<file path="src/rtl/tt_adder_pkg.sv">
// Shared constants for the adder exerciser: datapath width, LFSR taps, FSM state codes
// and the seed sanitiser.
package tt_adder_pkg;

  localparam int DATA_W = 8;
  localparam logic [15:0] LFSR_MASK = 16'hB400;

  typedef logic [2:0] state_t;
  localparam state_t IDLE   = 3'd0;
  localparam state_t LOAD   = 3'd1;
  localparam state_t SETTLE = 3'd2;
  localparam state_t CHECK  = 3'd3;
  localparam state_t DONE   = 3'd4;

  // An all-zero Galois LFSR would lock up, so a zero seed is replaced by 1.
  function automatic logic [15:0] lfsr_seed(input logic [15:0] seed);
    return (seed == 16'h0000) ? 16'h0001 : seed;
  endfunction

endpackage

</file>
<file path="src/rtl/tt_lfsr16.sv">
// 16-bit right-shifting Galois LFSR (x^16+x^14+x^13+x^11+1) with synchronous
// reload from a seed; reusable by other self-test blocks.
module tt_lfsr16
  import tt_adder_pkg::*;
(
  input  logic        clk,
  input  logic        rst,
  input  logic        load,
  input  logic [15:0] seed,
  input  logic        step,
  output logic [15:0] state
);

  always_ff @(posedge clk) begin
    // NOTE: sequential state uses non-blocking assignments so every register samples pre-edge values.
    if (rst || load) begin
      state <= lfsr_seed(seed);
    end else if (step) begin
      state <= state[0] ? ((state >> 1) ^ LFSR_MASK) : (state >> 1);
    end
  end

endmodule

</file>
<file path="src/rtl/tt_adder_exerciser.sv">
// Built-in self-test initiator for the 8-bit adder: drives LFSR operand pairs and checks
// the returned sum. Optional first-failure capture: define TT_ADDER_EXERCISER_FAILCAPTURE_EN.
module tt_adder_exerciser
  import tt_adder_pkg::*;
#(
  parameter logic [15:0] SEED    = 16'hACE1,
  parameter int          NUM_VEC = 16,
  parameter int          LATENCY = 0
) (
  input  logic              clk,
  input  logic              rst,
  input  logic              start,
  output logic              busy,
  output logic              done,
  output logic [DATA_W-1:0] op_a,
  output logic [DATA_W-1:0] op_b,
  input  logic [DATA_W-1:0] sum_in,
  output logic [DATA_W-1:0] vec_count,
  output logic [DATA_W-1:0] err_count,
  output logic              pass
`ifdef TT_ADDER_EXERCISER_FAILCAPTURE_EN
  ,
  output logic [DATA_W-1:0] fail_a,
  output logic [DATA_W-1:0] fail_b,
  output logic [DATA_W-1:0] fail_sum,
  output logic [DATA_W-1:0] fail_idx
`endif
);

  state_t              state;
  logic [3:0]          settle_cnt;
  logic [15:0]         lfsr;
  logic                accept;
  logic                mismatch;
  logic [DATA_W-1:0]   sum_exp;
  logic [DATA_W-1:0]   vec_next;
  logic [DATA_W-1:0]   err_next;

  assign accept = start && ((state == IDLE) || (state == DONE));

  tt_lfsr16 u_lfsr (
    .clk   (clk),
    .rst   (rst),
    .load  (accept),
    .seed  (SEED),
    .step  (state == CHECK),
    .state (lfsr)
  );

  always_comb begin
    // NOTE: every variable gets a default first so no path leaves it unassigned (no latch).
    sum_exp  = op_a + op_b;
    mismatch = (sum_in != sum_exp);
    vec_next = vec_count + 8'd1;
    err_next = err_count;
    if (mismatch && (err_count != 8'hFF)) begin
      err_next = err_count + 8'd1;
    end
  end

  always_ff @(posedge clk) begin
    if (rst) begin
      state      <= IDLE;
      settle_cnt <= 4'd0;
      busy       <= 1'b0;
      done       <= 1'b0;
      pass       <= 1'b0;
      op_a       <= '0;
      op_b       <= '0;
      vec_count  <= '0;
      err_count  <= '0;
`ifdef TT_ADDER_EXERCISER_FAILCAPTURE_EN
      fail_a     <= '0;
      fail_b     <= '0;
      fail_sum   <= '0;
      fail_idx   <= '0;
`endif
    end else begin
      case (state)
        IDLE, DONE: begin
          if (start) begin
            state     <= LOAD;
            busy      <= 1'b1;
            done      <= 1'b0;
            pass      <= 1'b0;
            vec_count <= '0;
            err_count <= '0;
`ifdef TT_ADDER_EXERCISER_FAILCAPTURE_EN
            fail_a    <= '0;
            fail_b    <= '0;
            fail_sum  <= '0;
            fail_idx  <= '0;
`endif
          end
        end
        LOAD: begin
          op_a       <= lfsr[15:8];
          op_b       <= lfsr[7:0];
          settle_cnt <= 4'(LATENCY);
          state      <= (LATENCY > 0) ? SETTLE : CHECK;
        end
        SETTLE: begin
          settle_cnt <= settle_cnt - 4'd1;
          if (settle_cnt == 4'd1) begin
            state <= CHECK;
          end
        end
        CHECK: begin
          vec_count <= vec_next;
          err_count <= err_next;
`ifdef TT_ADDER_EXERCISER_FAILCAPTURE_EN
          // err_count is still zero only until the first mismatch of the run.
          if (mismatch && (err_count == 8'd0)) begin
            fail_a   <= op_a;
            fail_b   <= op_b;
            fail_sum <= sum_in;
            fail_idx <= vec_count;
          end
`endif
          if (vec_next == 8'(NUM_VEC)) begin
            state <= DONE;
            busy  <= 1'b0;
            done  <= 1'b1;
            pass  <= (err_next == 8'd0);
          end else begin
            state <= LOAD;
          end
        end
        default: state <= IDLE;
      endcase
    end
  end

endmodule

</file>
<file path="config.mk">
export PLATFORM = sky130hd
export DESIGN_NAME = tt_adder_exerciser
export DESIGN_NICKNAME = d
export VERILOG_FILES = /design/src/rtl/tt_adder_pkg.sv /design/src/rtl/tt_lfsr16.sv /design/src/rtl/tt_adder_exerciser.sv
export SDC_FILE = /design/constraint.sdc
export NUM_CORES = 1
export LEC_CHECK = 0
export BUFFER_PORTS_ARGS = -buffer_cell sky130_fd_sc_hd__buf_2
export CAP_MARGIN = 10
export CORE_ASPECT_RATIO = 1.5
export CORE_MARGIN = 2
export CORE_UTILIZATION = 57
export CTS_CLUSTER_DIAMETER = 150
export DETAILED_ROUTE_END_ITERATION = 8
export PLACE_DENSITY_LB_ADDON = 0.25
export REMOVE_ABC_BUFFERS = 1
export SYNTH_ARGS = -nofsm -noshare
export SYNTH_HDL_FRONTEND = slang
export SYNTH_SLANG_ARGS = --single-unit
</file>
<file path="constraint.sdc">
create_clock -name clk -period 3.5 [get_ports clk]
set_clock_uncertainty 0.15 [all_clocks]
set_input_delay 0.175 -clock clk [delete_from_list [all_inputs] [get_ports clk]]
set_output_delay 0.175 -clock clk [all_outputs]
set_load 0.01 [all_outputs]
</file>
==> results of run 1 <==
metal layers:
metal	global-route usage	vias to the layer above
met4	0.103	0
met2	0.448	74
met3	0.0566	8
met5	0	-
li1	-	1424
met1	0.271	1310
flip-flops by register name, summed over array words and instances (netlist names):
signal / count
done: 1
op_b: 8
vec_count: 8
settle_cnt: 4
state: 3
pass: 1
u_lfsr.state: 16
err_count: 8
busy: 1
op_a: 8
worst max-delay path, cell delays in order (launching register included):
cell,delay (ps)
dfxtp_1,320
ha_1,240
fa_1,440
a211oi_2,230
o21bai_1,100
a211oi_1,230
o22ai_1,150
or3_1,570
a211oi_1,280
o22ai_1,110
o21ai_1,130
power by group through the flow:
stage	Sequential (uW)	Clock, uW	Combinational (uW)
finish	729	625	250
global route	735	665	283
CTS	729	638	251
detailed placement	743	0	249
global placement	741	0	244
floorplan	743	0	168
cell usage after synthesis (2+ instances only):
cell      instances
ha_1             11
nor2_1           37
nor4b_1           2
xor2_1            8
o31ai_1           2
and2_1            5
o21a_1            2
nand3_1          20
a22oi_1           2
nand4_1           2
nand2_1          79
o211ai_1          3
or3_1             2
xnor2_1          12
a21oi_1          46
inv_1             6
buf_1             4
o21bai_1          2
o22ai_1           2
dfxtp_1          58
a211oi_1          4
a41o_1            2
nor3_1            8
a311oi_1          3
nand3b_1          5
and3_1            5
clkbuf_1         18
o21ai_0          15
a211oi_2          5
nand2b_1          3
metrics by stage:
stage / power (uW) / util / cell area, um^2
global placement: 985 / 0.632 / 3240
global route: 1680 / 0.674 / 3460
finish: 1600 / 0.674 / 3460
floorplan: 911 / - / 2920
CTS: 1620 / 0.674 / 3460
detailed placement: 992 / 0.632 / 3240
cells by family after synthesis:
group | after synthesis | synth area share
simple gates | 174 | 0.260
compound gates | 94 | 0.197
flops | 58 | 0.385
buf+inv | 30 | 0.0403
xor+xnor | 20 | 0.0581
fa+ha+maj | 12 | 0.0523
mux | 2 | 0.00706
worst max path at each step:
stage | endpoint | slack, ps | cells after the start
floorplan | err_count[2] | 710 | 10
global placement | err_count[0] | 590 | 10
detailed placement | err_count[0] | 500 | 10
CTS | err_count[0] | 490 | 10
global route | err_count[2] | 300 | 10
finish | pass | 480 | 10
final cells by class:
cell class              instances  area share
repair buffers                 48      0.0724
clock inverters                 4      0.0145
inverters                       6     0.00652
clock buffers                  12      0.0449
well taps                      68      0.0246
flip-flops and latches         58       0.336
multi-input cells             302       0.501
==> flow_summary.yaml, run 1 <==
sta:
  timing.final.crit_period_ps: 3020
  holdWs_ps: 251
  hold_violations: 0
  max_freq_mhz: 331
  worstMarginPinSlew_ps: 767
  tns_ps: 0
  slew-limit-headroom: 0.489
  period_share: 0.862
  setup_viol: 0
  rsz0062_at_grt: "no"
  slew_violations: 0
  setup_ws_ps: 483
worst_hold_path:
  whs_path_depth: 2
  hold_path_end: "vec_count[5]"
  hp-class: "in -> reg"
  min-delay-start: "rst"
setup_path:
  critPathArrivalTime_ps: 3140
  worst_setup_path_start_kind: "flop"
  crit_start: "op_a[0]"
  worstReg2RegStart: "op_a[0]"
  r2r-end: "pass"
  path_class: "reg -> reg"
  cp-end-kind: "flop"
  crit_path_max_fanout: 8
  reg2reg_setup_slack_ps: 480
  critical_path_required_ps: 3620
  rr_worst_depth: 10
yosys:
  synth_ff_type: "dfxtp_1"
  yosys_warnings: 0
  synth-seq-cells: 58
  yosys.cell_types.count: 47
  syn_area_um2: 3010
  synth_edf_count: 0
  synthArstFlopShare: 0
  seq_area_frac_synth: 0.385
  synth_top_area_share: 0.385
  synth_top_area_cell: "dfxtp_1"
  synthesis.instances: 390
  syn_area_per_cell_um2: 7.73
  ys_top_cells_by_area: "dfxtp_1, nand2_1, a21oi_1"
power:
  internal-power_uw: 1150
  combPwrFrac: 0.156
  p_clk_frac: 0.390
  seq_power_share: 0.454
  power_switching_uw: 451
  p_leak_uw: 0.00147
  ir_drop_mv: 0.376
  switching_share: 0.281
  p_per_area_nw_per_um2: 464
clock_network:
  path_clk_slew_ps: 60
  post_cts_buffers: 0
  cts_buffers: 9
  ctsResizeCount: 0
  root_buffer: "clkbuf_8"
  numClockSinks: 58
  insertion_delay_ps: 340
  tritoncts: "built"
  htree_levels: 3
  postCtsHoldBufs: 1
  cts_buffer_depth: 2
detailed_routing:
  vias_per_cell: 5.65
  wl_per_cell_um: 13.8
  top_layer: "met4"
  wirelength_um: 6860
  drt_iter0_drc: 106
  ant_nets: 0
  dr_wl_met3_um: 318
  drc: 0
  wl_met1_um: 2840
  met2_length_um: 3610
  via_count: 2816
  first_pass_iters: 4
grt:
  grt_max_degree: 43
  grt_overflow: 0
  grt_pass1_wl_um: 11600
  grt_pass1_vias: 2643
  grt_antenna_before_repair: 0
  grt_usage: 0.246
placed_design:
  dp.cells: 481
  port_buffers: 45
  place_ws_ps: 505
  globalplace.congestion: 0.862
  post-dp-hpwl_um: 4900
floorplan:
  rows: 32
  io_pins: 46
  die_w_um: 63.4
  start_util: 0.588
  dieArea_um2: 5900
  core_um2: 5120
  die_h_um: 93.1
cells_and_area:
  nets: 448
  stdcell_count: 498
  area_growth_pct: 14.7
  layout_commonest_cell: "nand2_1"
  diodes: 0
  mostFrequentLayoutCells: "nand2_1, dfxtp_1, a21oi_1"
  regArea_um2: 1160
  fillers: 492
  layout-drive-gt1-share: 0.167
  multiInputGateArea_um2: 1730
flow_run:
  drv_cap: 0
status:
  outcome: "finished clean"
(Power assumes the default switching activity.)
==> run 2, diff against run 1 <==
--- a/config.mk
+++ b/config.mk
@@ -5,7 +5,7 @@
 export SDC_FILE = /design/constraint.sdc
 export NUM_CORES = 1
 export LEC_CHECK = 0
-export BUFFER_PORTS_ARGS = -buffer_cell sky130_fd_sc_hd__buf_2
+export BUFFER_PORTS_ARGS = -buffer_cell sky130_fd_sc_hd__buf_4
 export CAP_MARGIN = 10
 export CORE_ASPECT_RATIO = 1.5
 export CORE_MARGIN = 2
@@ -13,6 +13,7 @@
 export CTS_CLUSTER_DIAMETER = 150
 export DETAILED_ROUTE_END_ITERATION = 8
 export PLACE_DENSITY_LB_ADDON = 0.25
+export RECOVER_POWER = 100
 export REMOVE_ABC_BUFFERS = 1
 export SYNTH_ARGS = -nofsm -noshare
 export SYNTH_HDL_FRONTEND = slang
==> flow_summary.yaml, run 2 (same netlist as run 1, synthesis figures left out) <==
clock_network:
  tritoncts: "built"
  path_clk_slew_ps: 80
  root_buffer: "clkbuf_8"
  numClockSinks: 58
  cts_buffers: 9
  cts_buffer_depth: 2
  ctsResizeCount: 0
  insertion_delay_ps: 350
  htree_levels: 3
sta:
  worstMarginPinSlew_ps: 971
  timing.final.crit_period_ps: 3180
  period_share: 0.907
  setup_viol: 0
  setup_ws_ps: 324
  max_freq_mhz: 315
  rsz0062_at_grt: "no"
  tns_ps: 0
  slew_violations: 0
  hold_violations: 0
  slew-limit-headroom: 0.352
setup_path:
  critical_path_required_ps: 3610
  worst_setup_path_start_kind: "flop"
  cp_slowest_cell: "or3_1"
  max_stage_delay_ps: 550
  cp-end-kind: "flop"
  critPathArrivalTime_ps: 3290
  path_cells: "ha_1 -> fa_1 -> a211oi_1 -> o21bai_1 -> a211oi_1 -> o22ai_1 -> or3_1 -> a211oi_1 -> o22ai_1 -> o21ai_0"
  path_class: "reg -> reg"
  critPathMostFrequentCell: "a211oi_1"
  crit_path_max_fanout: 8
floorplan:
  dieArea_um2: 5900
  core_um2: 5120
  rows: 32
  die_h_um: 93.1
  die_w_um: 63.4
  io_pins: 46
  start_util: 0.588
cells_and_area:
  layout_commonest_cell: "nand2_1"
  mostFrequentLayoutCells: "nand2_1, dfxtp_1, a21oi_1"
  regMostFlops: "u_lfsr.state"
  area_growth_pct: 13.4
  diodes: 0
  nets: 448
  layout-drive-gt1-share: 0.0791
  stdcell_count: 498
  largest_reg_flops: 16
status:
  outcome: "finished clean"
grt:
  grt_antenna_before_repair: 0
  grt_pass1_wl_um: 11200
  grt_overflow: 0
  grt_max_degree: 43
  grt_pass1_vias: 2505
  grt_usage: 0.240
power:
  p_per_area_nw_per_um2: 467
  p_leak_uw: 0.00131
  ir_drop_mv: 0.320
placed_design:
  place_ws_ps: 507
  post-dp-hpwl_um: 4750
  globalplace.congestion: 0.868
  dp.cells: 481
  port_buffers: 45
detailed_routing:
  vias_per_cell: 5.62
  ant_nets: 0
  drt_iter0_drc: 81
  wirelength_um: 6790
  first_pass_iters: 4
  wl_per_cell_um: 13.6
  via_count: 2797
  drc: 0
worst_hold_path:
  hp-class: "in -> reg"
flow_run:
  drv_cap: 0
==> run 2: cell types whose count changed in the layout (fill, tap and decap cells not counted), sizes merged <==
cell	previous run	this run
buf	47	10
clkbuf	12	46
clkinv	1	2
clkinvlp	2	3
inv	6	7
==> run 2: routing by layer <==
metal,share of wire,wire length [um],GRT usage
met5,0,0,0
met4,0.013,91,0.109
met3,0.053,361,0.0542
met2,0.52,3510,0.425
met1,0.42,2830,0.272
==> run 2: worst max-delay path, delay by kind of cell, from the launching register on <==
kind | cells | cell delay [ps]
AO/OA/AOI/OAI | 7 | 1410
adder cells (fa/ha/maj) | 2 | 660
AND/OR/NAND/NOR | 1 | 550
flip-flops | 1 | 330
==> run 2: worst paths after layout <==
| kind | start | to | slack [ps] | cells past startpoint |
|---|---|---|---|---|
| max | op_a[0] | pass | 320 | 10 |
| min | rst | vec_count[5] | 120 | 2 |
| max reg2reg | op_a[0] | pass | 320 | 10 |
| min reg2reg | done | done | 310 | 2 |
==> run 2: final cells by class <==
| class | count | area, um^2 |
|---|---|---|
| clock buffer | 9 | 124 |
| clock inverter | 7 | 78.8 |
| fill | 511 | 1710 |
| inverter | 6 | 22.5 |
| multi-input combinational | 302 | 1720 |
| sequential | 58 | 1160 |
| tap | 68 | 85.1 |
| timing repair buffer | 48 | 224 |
==> run 2: timing repair <==
action / 4_1_cts / 5_1_grt
endpoints found under the hold margin: 1 / 0
setup buffers: 0 / 0
hold buffers: 1 / 0
==> run 2: power breakdown <==
group	total [uW]	internal, uW	switching [uW]
Clock	625	333	292
Combinational	246	91.8	154
Sequential	727	692	35.4
==> run 2: metrics by stage <==
step	utilization	instance area [um^2]	total power (uW)	hold slack (ps)
finish	0.667	3420	1600	116
global route	0.667	3420	1670	111
CTS	0.696	3570	1620	96.9
detailed placement	0.654	3350	1000	305
global placement	0.654	3350	997	299
floorplan	-	2920	911	89.6
